===== src/rtl/rtlmeter_perf_pkg.sv =====
// Shared types and helpers for the RTLMeter performance-counter bank.
package rtlmeter_perf_pkg;

  localparam int SNAP_SEQ_W = 16;

  typedef enum logic [0:0] {
    RD_IDLE = 1'b0,
    RD_RESP = 1'b1
  } rd_state_e;

  // Read index must reach NUM_CHANNELS, which addresses the cycle shadow.
  function automatic int idx_w(input int num_channels);
    return $clog2(num_channels + 1);
  endfunction

endpackage


===== src/rtl/rtlmeter_counter_cell.sv =====
// One live counter with its shadow copy and sticky overflow flag.
module rtlmeter_counter_cell #(
  parameter int CNT_WIDTH = 64,
  parameter bit SATURATE  = 1'b0
) (
  input  logic                 clk,
  input  logic                 rst,
  input  logic                 inc_i,
  input  logic                 clear_i,
  input  logic                 snap_i,
  output logic [CNT_WIDTH-1:0] shadow_o,
  output logic                 ovf_o
);

  logic [CNT_WIDTH-1:0] r_cnt;
  logic [CNT_WIDTH-1:0] r_shadow;
  logic                 r_ovf;
  logic [CNT_WIDTH-1:0] w_nxt_cnt;
  logic                 w_at_max;

  assign w_at_max = &r_cnt;

  always_comb begin
    w_nxt_cnt = r_cnt;
    if (inc_i) begin
      if (w_at_max) w_nxt_cnt = SATURATE ? r_cnt : '0;
      else          w_nxt_cnt = r_cnt + 1'b1;
    end
  end

  // Shadow takes the pre-clear next state so a clear+snap cycle keeps its events.
  always_ff @(posedge clk) begin
    if (rst) begin
      r_cnt    <= '0;
      r_shadow <= '0;
      r_ovf    <= 1'b0;
    end else begin
      if (snap_i) r_shadow <= w_nxt_cnt;
      if (clear_i) begin
        r_cnt <= '0;
        r_ovf <= 1'b0;
      end else begin
        r_cnt <= w_nxt_cnt;
        r_ovf <= r_ovf | (inc_i & w_at_max);
      end
    end
  end

  assign shadow_o = r_shadow;
  assign ovf_o    = r_ovf;

endmodule


===== src/rtl/rtlmeter_event_counters.sv =====
// Cycle counter plus gated event counters with snapshot shadows and a read port.
module rtlmeter_event_counters
  import rtlmeter_perf_pkg::*;
#(
  parameter int NUM_CHANNELS = 4,
  parameter int CNT_WIDTH    = 64,
  parameter int SATURATE     = 0,
  parameter int INTERVAL     = 0,
  parameter int IDX_W        = idx_w(NUM_CHANNELS)
) (
  input  logic                    clk,
  input  logic                    rst,
  input  logic                    en_i,
  input  logic [NUM_CHANNELS-1:0] evt_i,
  input  logic                    clear_i,
  input  logic                    snap_i,
  input  logic                    rd_req_valid_i,
  output logic                    rd_req_ready_o,
  input  logic [IDX_W-1:0]        rd_req_idx_i,
  output logic                    rd_rsp_valid_o,
  input  logic                    rd_rsp_ready_i,
  output logic [CNT_WIDTH-1:0]    rd_rsp_data_o,
  output logic                    rd_rsp_err_o,
  output logic [NUM_CHANNELS:0]   ovf_o,
  output logic [SNAP_SEQ_W-1:0]   snap_seq_o
);

  localparam int TMR_W = (INTERVAL > 1) ? $clog2(INTERVAL) : 1;

  logic [NUM_CHANNELS:0]                w_inc;
  logic [NUM_CHANNELS:0][CNT_WIDTH-1:0] w_shadow;
  logic                                 w_snap;
  logic                                 w_tmr_fire;
  logic [TMR_W-1:0]                     r_tmr;
  logic [SNAP_SEQ_W-1:0]                r_snap_seq;

  // Top bit is the cycle counter; it counts every enabled cycle.
  assign w_inc  = {en_i, evt_i & {NUM_CHANNELS{en_i}}};
  assign w_snap = snap_i | w_tmr_fire;

  for (genvar k = 0; k <= NUM_CHANNELS; k++) begin : g_cell
    rtlmeter_counter_cell #(
      .CNT_WIDTH (CNT_WIDTH),
      .SATURATE  (SATURATE != 0)
    ) u_cell (
      .clk      (clk),
      .rst      (rst),
      .inc_i    (w_inc[k]),
      .clear_i  (clear_i),
      .snap_i   (w_snap),
      .shadow_o (w_shadow[k]),
      .ovf_o    (ovf_o[k])
    );
  end

  if (INTERVAL > 0) begin : g_tmr
    assign w_tmr_fire = en_i && (r_tmr == TMR_W'(INTERVAL - 1));
    always_ff @(posedge clk) begin
      if (rst || clear_i)  r_tmr <= '0;
      else if (w_tmr_fire) r_tmr <= '0;
      else if (en_i)       r_tmr <= r_tmr + 1'b1;
    end
  end else begin : g_no_tmr
    assign w_tmr_fire = 1'b0;
    always_ff @(posedge clk) r_tmr <= '0;
  end

  always_ff @(posedge clk) begin
    if (rst)         r_snap_seq <= '0;
    else if (w_snap) r_snap_seq <= r_snap_seq + 1'b1;
  end

  assign snap_seq_o = r_snap_seq;

  // Read path
  rd_state_e            r_state;
  logic [CNT_WIDTH-1:0] r_rsp_data;
  logic                 r_rsp_err;
  logic [CNT_WIDTH-1:0] w_rd_data;
  logic                 w_rd_err;
  logic                 w_req_ready;
  logic                 w_req_acc;

  always_comb begin
    w_rd_data = '0;
    for (int k = 0; k <= NUM_CHANNELS; k++)
      if (rd_req_idx_i == IDX_W'(k)) w_rd_data = w_shadow[k];
  end

  assign w_rd_err    = rd_req_idx_i > IDX_W'(NUM_CHANNELS);
  assign w_req_ready = (r_state == RD_IDLE) || rd_rsp_ready_i;
  assign w_req_acc   = rd_req_valid_i && w_req_ready;

  always_ff @(posedge clk) begin
    if (rst) begin
      r_state    <= RD_IDLE;
      r_rsp_data <= '0;
      r_rsp_err  <= 1'b0;
    end else if (w_req_acc) begin
      r_state    <= RD_RESP;
      r_rsp_data <= w_rd_err ? '0 : w_rd_data;
      r_rsp_err  <= w_rd_err;
    end else if (r_state == RD_RESP && rd_rsp_ready_i) begin
      r_state <= RD_IDLE;
    end
  end

  assign rd_req_ready_o = w_req_ready;
  assign rd_rsp_valid_o = (r_state == RD_RESP);
  assign rd_rsp_data_o  = r_rsp_data;
  assign rd_rsp_err_o   = r_rsp_err;

endmodule


===== config.mk =====
export PLATFORM = sky130hd
export DESIGN_NAME = rtlmeter_event_counters
export DESIGN_NICKNAME = d
export VERILOG_FILES = /design/src/rtl/rtlmeter_perf_pkg.sv /design/src/rtl/rtlmeter_counter_cell.sv /design/src/rtl/rtlmeter_event_counters.sv
export SDC_FILE = /design/constraint.sdc
export NUM_CORES = 1
export LEC_CHECK = 0
export BUFFER_PORTS_ARGS = -buffer_cell sky130_fd_sc_hd__buf_2
export CAP_MARGIN = 40
export CORE_AREA = 3 3 246 248
export CTS_BUF_LIST = sky130_fd_sc_hd__clkbuf_4 sky130_fd_sc_hd__clkbuf_8
export DETAILED_ROUTE_END_ITERATION = 8
export DIE_AREA = 0 0 249 251
export MAX_ROUTING_LAYER = met4
export PLACE_DENSITY = 0.75
export SYNTH_ARGS = -nofsm -noshare
export SYNTH_HDL_FRONTEND = slang
export SYNTH_HIERARCHICAL = 1
export SYNTH_SLANG_ARGS = --single-unit

===== constraint.sdc =====
create_clock -name clk -period 7 [get_ports clk]
set_clock_uncertainty 0.2 [all_clocks]
set_input_delay 0.35 -clock clk [delete_from_list [all_inputs] [get_ports clk]]
set_output_delay 0.35 -clock clk [all_outputs]
set_load 0.05 [all_outputs]

==> flow_summary.toml, run 1 <==
[status]
outcome = "complete, no violations"

[finish]
nNetsFinal = 3471
drive_gt1_share_pct = 14.2
final_cell_mix = "dfxtp_1, nor2_1, nand2_1, o21ai_0, a211oi_1"
final_common_cell = "dfxtp_1"
fillers = 5084
area_growth_pct = 11.1

[placed_design]
dp_hpwl_um = 60800
globalplace.congestion = 1.01
io_buffers = 101

[grt]
grtUsageTotal_pct = 27.2
overflow = 0
antenna_found_initial = 2
grt_pass1_wl_um = 132000
grt_max_degree = 98
grt_pass1_vias = 23585

[cts]
cts_max_level = 3
cts_setup_buffers = 0
path_clk_slew_ns = 0.06
cts_tree = "yes"
clk_path_buf_depth = 3
clk_latency_ns = 0.71
cts_num_sinks = 727
clock-root-buffer = "clkbuf_8"
cts_made_buffers = 110

[sta]
slew_violations = 0
max_freq_mhz = 280
relSlewSlack_pct = 39.6
worstMarginPinSlew_ns = 0.900
setup_viol = 0
fin_crit_sh_pct = 51.0
rsz0062_at_grt = "false"
hold_viol_final = 0
fin_crit_ns = 3.57
tns_ns = 0
holdWs_ns = 0.0888

[flow_run]
cap_violations = 0

[detailed_routing]
dr.pass1.iters = 6
wl_per_cell_um = 19.7
vias_per_cell = 5.84
drc = 0
drtAntennaViolNets = 0
drtIter0Drc = 2251
num_vias = 25231
drt_wl_total_um = 85000

[synthesis]
synth.distinct_cells = 65
ys_seq_area_share_pct = 47.0
syn_avg_cell_area_um2 = 9.14
postSynthCellCount = 3384
synthArstFlopShare_pct = 0
synth_area_um2 = 30900
ys_ff_latch = 727
synth-warning-count = 6
synth_edf_count = 0
synth.net_count = 3404
synthFlopType = "dfxtp_1"

[power_and_ir_drop]
power_w = 0.00845
p_int_w = 0.00650
peakVddDrop_mv = 0.140
power_frac_comb_pct = 3.8
power_density_nw_per_um2 = 246
p_switching_w = 0.00194
seqPwrFrac_pct = 49.8
clkPwrFrac_pct = 46.4
leakage_nw = 11.4
switching_share_pct = 23.0

[worst_setup_path]
r2r-start = "g_cell[1].u_cell/r_cnt[22]$_SDFF_PP0_"
critical_path.max_fanout = 12
crit_start = "en_i"
worstSetupEndpointType = "flip-flop"
reg2reg_slack_ns = 3.58
worstReg2RegEnd = "g_cell[1].u_cell/r_cnt[54]$_SDFF_PP0_"
cp-start-kind = "primary input"
crit_type = "primary input to flip-flop"
worstPathRequired_ns = 7.35
worstPathArrival_ns = 3.92
r2r_cells = 7

[hold_path]
hp-class = "primary input to flip-flop"
min_from = "evt_i[2]"
holdPathEnd = "g_cell[2].u_cell/r_cnt[2]$_SDFF_PP0_"
whs_path_depth = 5

[floorplan]
die_h_um = 251
die_w_um = 249
rows = 89
die_area_um2 = 62500
start_util_pct = 52.7
core_um2 = 58700
io_pins = 102
==> registers in the layout, summed over array words and instances (netlist names) <==
register / cells
g_cell.u_cell/r_cnt: 320
g_cell.u_cell/shadow_o: 320
rd_rsp_data_o: 64
snap_seq_o: 16
g_cell.u_cell/ovf_o: 5
rd_rsp_err_o: 1
rd_rsp_valid_o: 1
==> power by group through the flow <==
stage | combinational, W | sequential, W | clock, W
floorplan | 0.000217 | 0.00430 | 0
global placement | 0.000308 | 0.00430 | 0
detailed placement | 0.000318 | 0.00430 | 0
CTS | 0.000320 | 0.00421 | 0.00397
global route | 0.000346 | 0.00421 | 0.00416
finish | 0.000322 | 0.00421 | 0.00392
==> per-stage QoR <==
step | util [%] | area (um2) | std cells | setup WS, ns
floorplan | - | 30900 | 3384 | 4.45
global placement | 54.0 | 31700 | 4098 | 3.38
global route | 58.6 | 34400 | 4318 | 3.22
finish | 58.6 | 34400 | 4318 | 3.43
detailed placement | 54.2 | 31800 | 4109 | 3.36
CTS | 58.6 | 34400 | 4316 | 3.56
==> worst max-delay path, cell delays in order <==
cell	delay [ns]
dlygate4sd3_1	0.52
buf_2	0.33
and2_1	0.33
nand4_1	0.25
nor4_1	0.69
nand4_1	0.63
or3_1	0.54
a21oi_1	0.18
o21ai_0	0.09
==> timing repair <==
| action | 4_1_cts | 5_1_grt |
|---|---|---|
| hold buffers | 3 | 0 |
| endpoints found under the hold margin | 5 | 0 |
| resized for setup | 0 | 0 |
==> per-layer routing <==
metal  share of wire (%)  global-route usage (%)  wire, um  vias up
li1                    -                       -         -    12079
met1                  45                    37.6     38500    12132
met2                  44                    41.0     37800      893
met3                 7.7                    4.47      6540      127
met4                 2.5                    8.72      2150        0
met5                   0                       -         0        -
==> cell usage after synthesis, types with 11 or more instances <==
master    number  area, um2
nor4_2        16        200
nand3_1      162        811
and3_1        21        131
inv_1        113        424
a221o_1       64        641
buf_4         11       82.6
and4_1        38        333
nand2_1      306       1150
nor3_1        47        235
mux4_2        64       1440
nand4_1      125        782
nor2_1       550       2060
dfxtp_1      727      14600
nand2b_1      14       87.6
or3_1         17        106
buf_2         16       80.1
a21oi_1       37        185
clkbuf_1     132        495
xor2_1       140       1230
nor4_1        50        313
xnor2_1      162       1420
o21ai_0      178        891
o21ai_1       12       60.1
a211oi_1     172       1290
and2_1        27        169
==> cell families (layout without fill, tap and decap cells) <==
group | after synthesis | after routing | synth area share [%]
AND/OR/NAND/NOR | 1462 | 1462 | 23.4
flip-flops | 727 | 727 | 47.0
AO/OA/AOI/OAI | 516 | 516 | 11.3
XOR/XNOR | 302 | 302 | 8.55
buffers and inverters | 301 | 460 | 4.60
multiplexers | 70 | 70 | 4.87
adder cells (fa/ha/maj) | 6 | 6 | 0.243
other | 0 | 2 | 0
==> worst max path at each step <==
stage	end	slack [ns]
floorplan	g_cell[2].u_cell/shadow_o[50]$_SDFFE_PP0P_	4.45
global placement	g_cell[0].u_cell/shadow_o[59]$_SDFFE_PP0P_	3.38
detailed placement	g_cell[0].u_cell/shadow_o[59]$_SDFFE_PP0P_	3.36
CTS	g_cell[1].u_cell/r_cnt[54]$_SDFF_PP0_	3.56
global route	g_cell[3].u_cell/shadow_o[59]$_SDFFE_PP0P_	3.22
finish	g_cell[1].u_cell/shadow_o[59]$_SDFFE_PP0P_	3.43
==> final cells by class <==
type | count | area [um2] | area share, %
Multi-Input combinational cell | 2356 | 15000 | 43.6
Sequential cell | 727 | 14600 | 42.3
Clock buffer | 166 | 2120 | 6.17
Tap cell | 773 | 967 | 2.81
Timing Repair Buffer | 143 | 911 | 2.65
Inverter | 113 | 424 | 1.23
Clock inverter | 38 | 404 | 1.18
Antenna cell | 2 | 5.00 | 0.0146
No activity file was read; power rests on OpenSTA's default activity.
==> inputs of run 2 (changes only) <==
--- a/config.mk
+++ b/config.mk
@@ -12,7 +12,7 @@
 export DETAILED_ROUTE_END_ITERATION = 8
 export DIE_AREA = 0 0 249 251
 export MAX_ROUTING_LAYER = met4
-export PLACE_DENSITY = 0.75
+export PLACE_DENSITY = 0.78
 export SYNTH_ARGS = -nofsm -noshare
 export SYNTH_HDL_FRONTEND = slang
 export SYNTH_HIERARCHICAL = 1
==> constraint.sdc (replaced) <==
create_clock -name clk -period 2.91 [get_ports clk]
set_clock_uncertainty 0.2 [all_clocks]
set_input_delay 0.1455 -clock clk [delete_from_list [all_inputs] [get_ports clk]]
set_output_delay 0.1455 -clock clk [all_outputs]
set_load 0.05 [all_outputs]
==> flow_summary.toml, run 2 (synthesis results as in run 1) <==
[power_and_ir_drop]
switching_share_pct = 23.3
seqPwrFrac_pct = 50.9
power_density_nw_per_um2 = 568
power_frac_comb_pct = 4.2
p_int_w = 0.0153
clkPwrFrac_pct = 44.9
power_w = 0.0199
leakage_nw = 11.8
peakVddDrop_mv = 0.463
p_switching_w = 0.00463

[detailed_routing]
dr.pass1.iters = 6
vias_per_cell = 5.88
drtAntennaViolNets = 0
drtIter0Drc = 2575
drt_wl_total_um = 85600
wl_per_cell_um = 19.5
drc = 0
num_vias = 25839

[sta]
slew_violations = 0
rsz0062_at_grt = "false"
max_freq_mhz = 354
setup_viol = 0
tns_ns = 0
fin_crit_ns = 2.82
worstMarginPinSlew_ns = 0.796
relSlewSlack_pct = 47.0
hold_viol_final = 0
fin_crit_sh_pct = 97.0

[worst_setup_path]
crit_path_frequent_cell = "nand4_1"
worstPathCellList = "nand4_1 -> nor3_1 -> nand4_1 -> or2_1 -> nand2b_1 -> buf_4 -> nor2_1"
critical_path.max_fanout = 27
crit_start = "g_cell[0].u_cell/r_cnt[22]$_SDFF_PP0_"
worstPathRequired_ns = 3.30
worstPathArrival_ns = 3.21
crit_type = "flip-flop to flip-flop"
r2r_cells = 7
cp-start-kind = "flip-flop"
cp_slowest_cell = "nor3_1"
worstReg2RegEnd = "g_cell[0].u_cell/r_cnt[61]$_SDFF_PP0_"
reg2reg_slack_ns = 0.09
worstSetupEndpointType = "flip-flop"
r2r-start = "g_cell[0].u_cell/r_cnt[22]$_SDFF_PP0_"
max_stage_delay_ns = 0.53

[grt]
overflow = 0
grt_pass1_wl_um = 133000
antenna_found_initial = 3
grt_pass1_vias = 24224
grtUsageTotal_pct = 27.4
grt_max_degree = 91

[finish]
multiInputGateArea_um2 = 15000
area_growth_pct = 13.1
final_cell_mix = "dfxtp_1, nor2_1, nand2_1, o21ai_0, a211oi_1"
final_common_cell = "dfxtp_1"
nNetsFinal = 3555
seqCellArea_um2 = 14600
fillers = 4943
final_cells = 4391
drive_gt1_share_pct = 15.7

[cts]
cts_max_level = 3
clock-root-buffer = "clkbuf_8"
clk_path_buf_depth = 3
clk_latency_ns = 0.72
path_clk_slew_ns = 0.07
cts_tree = "yes"
cts_made_buffers = 108
cts_setup_buffers = 0
cts_num_sinks = 727

[floorplan]
start_util_pct = 52.7
die_w_um = 249
rows = 89
die_h_um = 251
core_um2 = 58700
io_pins = 102
die_area_um2 = 62500

[hold_path]
min_from = "clear_i"
holdPathEnd = "g_cell[2].u_cell/r_cnt[20]$_SDFF_PP0_"
hp-class = "primary input to flip-flop"
whs_path_depth = 3

[status]
outcome = "complete, no violations"

[flow_run]
cap_violations = 0

[placed_design]
globalplace.congestion = 0.985
dp_hpwl_um = 61200
io_buffers = 101
dp_cells = 4185
-- run 2: cell count changes in the layout (fill, tap and decap cells not counted), sizes merged --
cell           delta
buf              +77
clkbuf           -10
dlygate4sd3      +10
bufinv            -2
clkdlybuf4s18     -1
clkinvlp          -1
diode             -1
inv               +1
-- run 2: layout make-up --
| class | count | area share [%] |
|---|---|---|
| inverters | 113 | 1.21 |
| multi-input cells | 2356 | 42.9 |
| clock inverters | 36 | 1.00 |
| repair buffers | 229 | 4.87 |
| clock buffers | 156 | 5.70 |
| diodes | 1 | 0.00715 |
| flip-flops and latches | 727 | 41.6 |
| well taps | 773 | 2.76 |
-- run 2: worst max path at each step --
stage / endpoint / slack, ns / cells past startpoint
6_report: g_cell[0].u_cell/r_cnt[61]$_SDFF_PP0_ / 0.09 / 7
2_1_floorplan: g_cell[2].u_cell/shadow_o[50]$_SDFFE_PP0P_ / 0.36 / 6
3_5_place_dp: g_cell[0].u_cell/shadow_o[51]$_SDFFE_PP0P_ / 0.001 / 10
5_1_grt: g_cell[0].u_cell/r_cnt[61]$_SDFF_PP0_ / 0.03 / 7
4_1_cts: g_cell[2].u_cell/shadow_o[50]$_SDFFE_PP0P_ / 0.20 / 6
3_3_place_gp: g_cell[0].u_cell/shadow_o[51]$_SDFFE_PP0P_ / 0.05 / 10
-- run 2: critical path, delay by kind of cell, from the launching register on --
kind                   cells  cell delay, ns
AND/OR/NAND/NOR            6            1.71
flip-flops                 1            0.45
buffers and inverters      1            0.32
-- run 2: power groups by stage --
stage	sequential, W	combinational [W]	clock (W)
after CTS	0.0101	0.000822	0.00904
after detailed placement	0.0103	0.000807	0
after global routing	0.0101	0.000887	0.00950
after global placement	0.0103	0.000794	0
final	0.0101	0.000827	0.00893
after floorplan	0.0103	0.000522	0
-- run 2: through the flow --
stage	hold WS (ns)	area, um2	worst slack (ns)	utilization, %
2_1_floorplan	0.109	30900	0.362	-
3_3_place_gp	0.228	32500	0.0544	55.4
3_5_place_dp	0.239	32500	0.00126	55.4
4_1_cts	0.0137	35000	0.195	59.6
5_1_grt	0.0818	35000	0.0270	59.7
6_report	0.0691	35000	0.0875	59.7
-- run 2: layer usage --
| layer | wire length, um | track usage, % |
|---|---|---|
| met5 | 0 | - |
| met4 | 2800 | 10.4 |
| met3 | 6440 | 3.48 |
| met2 | 38500 | 42.1 |
| met1 | 37900 | 37.2 |
-- run 2: timing repair --
| item | in CTS | in global routing |
|---|---|---|
| hold buffers | 13 | 0 |
| hold endpoints to repair | 134 | 0 |
| endpoints found under the setup margin | 0 | 4 |
| gates resized for setup | 0 | 1 |
